--- src/rtl/tone_period_meter.sv ---
// Measures period and high time of an asynchronous square wave in clk cycles; results strobe one cycle after the rise cycle (rise is 3 edges after the input edge).
// No backpressure: period_valid is a single-cycle strobe the consumer must take when it appears.
module tone_period_meter #(
    parameter int WIDTH          = 24,
    parameter int TIMEOUT_CYCLES = 2000000
) (
    input  logic             clk,
    input  logic             rst,
    input  logic             square_wave_in,
    input  logic             measure_enable,
    output logic [WIDTH-1:0] period_out,
    output logic [WIDTH-1:0] high_time_out,
    output logic             period_valid,
    output logic             no_tone
);

    typedef enum logic {IDLE, MEASURE} state_t;

    localparam logic [WIDTH-1:0] TIMEOUT = WIDTH'(TIMEOUT_CYCLES);
    localparam logic [WIDTH-1:0] ONE     = WIDTH'(1);

    state_t           state_q, state_d;
    logic             s1_q, s2_q, s3_q;
    logic [WIDTH-1:0] count_q, count_d;
    logic [WIDTH-1:0] high_q, high_d;
    logic [WIDTH-1:0] period_q, period_d;
    logic [WIDTH-1:0] hightime_q, hightime_d;
    logic             valid_q, valid_d;
    logic             no_tone_q, no_tone_d;
    logic             rise;

    assign rise = s2_q & ~s3_q;

    always_ff @(posedge clk or posedge rst) begin
        if (rst) begin
            state_q    <= IDLE;
            s1_q       <= 1'b0;
            s2_q       <= 1'b0;
            s3_q       <= 1'b0;
            count_q    <= '0;
            high_q     <= '0;
            period_q   <= '0;
            hightime_q <= '0;
            valid_q    <= 1'b0;
            no_tone_q  <= 1'b1;
        end else begin
            state_q    <= state_d;
            s1_q       <= square_wave_in;
            s2_q       <= s1_q;
            s3_q       <= s2_q;
            count_q    <= count_d;
            high_q     <= high_d;
            period_q   <= period_d;
            hightime_q <= hightime_d;
            valid_q    <= valid_d;
            no_tone_q  <= no_tone_d;
        end
    end

    always_comb begin
        state_d    = state_q;
        count_d    = count_q;
        high_d     = high_q;
        period_d   = period_q;
        hightime_d = hightime_q;
        valid_d    = 1'b0;
        no_tone_d  = no_tone_q;

        if (!measure_enable) begin
            // Results hold while disabled; only the running counters are dropped.
            state_d = IDLE;
            count_d = '0;
            high_d  = '0;
        end else begin
            case (state_q)
                IDLE: begin
                    count_d = '0;
                    high_d  = '0;
                    if (rise) begin
                        state_d = MEASURE;
                        count_d = ONE;
                        high_d  = ONE;
                    end
                end
                MEASURE: begin
                    if (rise) begin
                        period_d   = count_q;
                        hightime_d = high_q;
                        valid_d    = 1'b1;
                        no_tone_d  = 1'b0;
                        count_d    = ONE;
                        high_d     = ONE;
                    end else if (count_q == TIMEOUT) begin
                        // A rise in this same cycle would have won above, so a period of exactly TIMEOUT is kept.
                        state_d    = IDLE;
                        no_tone_d  = 1'b1;
                        period_d   = '0;
                        hightime_d = '0;
                        count_d    = '0;
                        high_d     = '0;
                    end else begin
                        count_d = count_q + ONE;
                        high_d  = high_q + WIDTH'(s2_q);
                    end
                end
                default: state_d = IDLE;
            endcase
        end
    end

    assign period_out    = period_q;
    assign high_time_out = hightime_q;
    assign period_valid  = valid_q;
    assign no_tone       = no_tone_q;

endmodule

--- config.mk ---
export PLATFORM = sky130hd
export DESIGN_NAME = tone_period_meter
export DESIGN_NICKNAME = d
export VERILOG_FILES = /design/src/rtl/tone_period_meter.sv
export SDC_FILE = /design/constraint.sdc
export NUM_CORES = 1
export LEC_CHECK = 0
export BUFFER_PORTS_ARGS = -buffer_cell sky130_fd_sc_hd__buf_4
export CAP_MARGIN = 0
export CORE_ASPECT_RATIO = 0.6
export CORE_MARGIN = 2
export CORE_UTILIZATION = 35
export CTS_BUF_LIST = sky130_fd_sc_hd__clkbuf_4 sky130_fd_sc_hd__clkbuf_8
export CTS_CLUSTER_SIZE = 14
export DETAILED_ROUTE_END_ITERATION = 16
export GPL_TIMING_DRIVEN = 0
export PLACE_DENSITY = 0.58
export SETUP_SLACK_MARGIN = 0.1
export SYNTH_ARGS = -nofsm -noshare
export SYNTH_HDL_FRONTEND = slang
export SYNTH_SLANG_ARGS = --single-unit
--- constraint.sdc ---
create_clock -name clk -period 4.05 [get_ports clk]
set_input_delay 0.81 -clock clk [delete_from_list [all_inputs] [get_ports clk]]
set_output_delay 0.81 -clock clk [all_outputs]
set_load 0.02 [all_outputs]
==> impl_metrics.py <==
metrics = {
    "clocking": {
        "cts_sinks": 102,
        "cts_resized": 0,
        "post_cts_buffers": 0,
        "cts_tree": "done",
        "path_clk_slew_ps": 100,
        "root_buffer": "clkbuf_8",
        "cts_buffer_depth": 2,
        "h-tree-depth": 3,
        "cts_inserted_buffers": 9,
        "clk_latency_ps": 370,
        "hold_buffers": 0,
    },
    "sta": {
        "finalCritPeriodShare_pct": 62.5,
        "setup-violations-final": 0,
        "period_needed_ps": 2530,
        "finalClockSkew_ps": 12.6,
        "rsz0062_at_grt": "false",
        "drv_slew": 0,
        "layout_setup_ws_ps": 1520,
        "timing.fmax_mhz": 395,
        "slew_headroom_pct": 60.3,
        "hold_violations": 0,
        "worst_pin_slew_ps": 590,
    },
    "routing": {
        "viasPerCell": 4.94,
        "firstDrtPassIters": 4,
        "drcViolationCount": 0,
        "wl_per_cell_um": 15.4,
        "vias": 2957,
        "wl_mm": 9.24,
        "ant_nets": 0,
        "drt_iter0_drc": 148,
    },
    "grt": {
        "grt_overflow_total": 0,
        "grt_max_degree": 74,
        "grt_usage_pct": 15.4,
        "grt_busiest_layer": "met1",
        "grt_pass1_wl_mm": 15.5,
        "use_met3_pct": 4.59,
        "grt_pass1_vias": 2864,
        "met2_usage_pct": 21.1,
        "antenna_found_initial": 0,
        "grt_util_met1_pct": 23.2,
    },
    "final_layout": {
        "postLayoutCellArea_um2": 5070,
        "multi_input_area_um2": 1550,
        "diodes": 0,
        "layout.nets": 436,
        "nFillCells": 1147,
        "regArea_um2": 2550,
        "drive_above_1_share_pct": 19.2,
        "area_growth_pct": 19.8,
    },
    "floorplan": {
        "io_pins": 54,
        "rows": 31,
        "dieArea_um2": 13000,
        "die_x_um": 146,
        "die_y_um": 89.1,
        "core_area_um2": 11900,
        "start_util_pct": 35.5,
    },
    "pwr": {
        "p_leak_nw": 2.35,
        "ir_worst_vdd_v": 0.000177,
        "total_power_mw": 1.75,
        "power_density_nw_per_um2": 345,
    },
    "synthesis": {
        "synth_area_um2": 4230,
        "synth_cell_types": 33,
        "yosysWarnings": 0,
        "async_reset_ff_share_pct": 100,
        "synthFlopType": "dfrtp_1",
        "syn_area_per_cell_um2": 11.6,
        "syn-num-nets": 371,
        "synth_edf_count": 0,
        "seq_area_frac_synth_pct": 60.4,
        "syn-instance-count": 363,
        "synth_seq_cells": 102,
    },
    "setup_path": {
        "worst_ep_arrival_time_ps": 2790,
        "timing.critical_path.mode_cell": "buf_2",
        "ff2ff_setup_slack_ps": 1520,
        "max_stage_delay_ps": 480,
        "crit_fanout": 10,
        "start_kind": "flip-flop",
        "r2r-start": "count_q[1]",
        "path_cells": "inv_1 > ha_1 > nor4b_1 > nand3_1 > o41ai_2 > or2_2 > buf_2 > buf_2 > nor2_1",
        "worstSetupStartpoint": "count_q[1]",
        "cp.required_ps": 4310,
        "timing_worst_setup_path_type": "reg2reg",
        "ff2ff_path_depth": 9,
        "critPathSlowestCell": "dfrtp_1",
        "r2r_end": "count_q[19]",
        "cp-end-kind": "flip-flop",
    },
    "placement": {
        "postPlaceCellArea_um2": 4860,
        "detailed_place_hpwl_mm": 6.55,
        "gp_congestion": 0.759,
        "port_buffers": 53,
        "place_ws_ps": 1520,
    },
    "run_status": {
        "status": "completed",
    },
    "job": {
        "drv_cap": 0,
    },
    "min_path": {
        "hold_depth": 0,
        "hold_start": "s1_q",
        "hold_path_end": "s2_q",
        "hold_path_class": "reg2reg",
    },
}
==> sequential cells by signal, indices dropped and copies added (netlist names) <==
register / count
count_q: 24
high_q: 24
high_time_out: 24
period_out: 24
no_tone: 1
period_valid: 1
s1_q: 1
s2_q: 1
s3_q: 1
state_q: 1
==> per-layer routing <==
layer,up-vias,share of wire (%)
met5,-,0
met1,1457,54
met2,71,40
met4,0,1.4
met3,14,5.3
li1,1415,-
==> cells in the mapped netlist (all sizes together), types with 4 or more instances <==
cell,instances,share of area (%)
a22o,48,9.9
and3,9,1.3
and4,6,1.2
buf,9,1.4
clkbuf,10,0.89
dfrtp,101,60
ha,4,1.2
inv,7,0.62
nand2,14,1.2
nand3,27,3.2
nand4,9,1.3
nor2,52,4.6
nor4,5,0.74
xnor2,8,1.7
xor2,35,7.3
==> cell type report <==
cell class                      instances  area share [%]
Inverter                                7           0.568
Clock buffer                           11            2.86
Clock inverter                          5            1.16
Sequential cell                       102            50.4
Tap cell                              165            4.08
Buffer                                 19            1.93
Timing Repair Buffer                   54            8.40
Multi-Input combinational cell        235            30.6
==> where the power goes <==
group	leakage (nW)	total, mW	switching (mW)	internal [mW]
clock	0.0990	0.650	0.341	0.309
combinational	0.842	0.0644	0.0452	0.0192
sequential	1.41	1.03	0.00646	1.02
==> cell families (layout without fill, tap and decap cells) <==
logic type / after synthesis / in the layout / share of synthesized area (%)
fa+ha+maj: 4 / 4 / 1.18
simple gates: 132 / 132 / 15.2
flops: 102 / 102 / 60.4
buf+inv: 26 / 96 / 2.93
xor+xnor: 43 / 43 / 8.91
compound gates: 56 / 56 / 11.4
==> placed cells by master (no fill, tap or decap), types with 10 or more instances in the layout <==
cell type	n
nor2_1	52
buf_4	54
xor2_1	35
clkbuf_1	10
a22o_1	48
nand3_1	27
nand2_1	14
dfrtp_1	101
clkbuf_8	10
==> per-stage QoR <==
step                TNS (ps)  std cells  hold slack (ps)  utilization [%]
CTS                        0        598              391             42.5
global route               0        598              395             42.5
finish                     0        598              397             42.5
floorplan                  0        363              331                -
global placement      -55110        581              353             40.6
detailed placement         0        582              371             40.8
==> worst max-delay path, delay by kind of cell, from the launching register on <==
kind	cells	cell delay [ps]
AOI/OAI and AO/OA	1	410
adders and majority gates	1	140
buffers and inverters	3	590
DFF	1	480
and+or+nand+nor	4	810
==> worst max path at each step <==
| stage | to | cells after the start |
|---|---|---|
| finish | count_q[19] | 9 |
| detailed placement | count_q[19] | 9 |
| floorplan | count_q[0] | 1 |
| global placement | period_out[17] | 2 |
| CTS | count_q[19] | 9 |
| global route | high_q[1] | 9 |
Power figures use the tool's default switching activity.
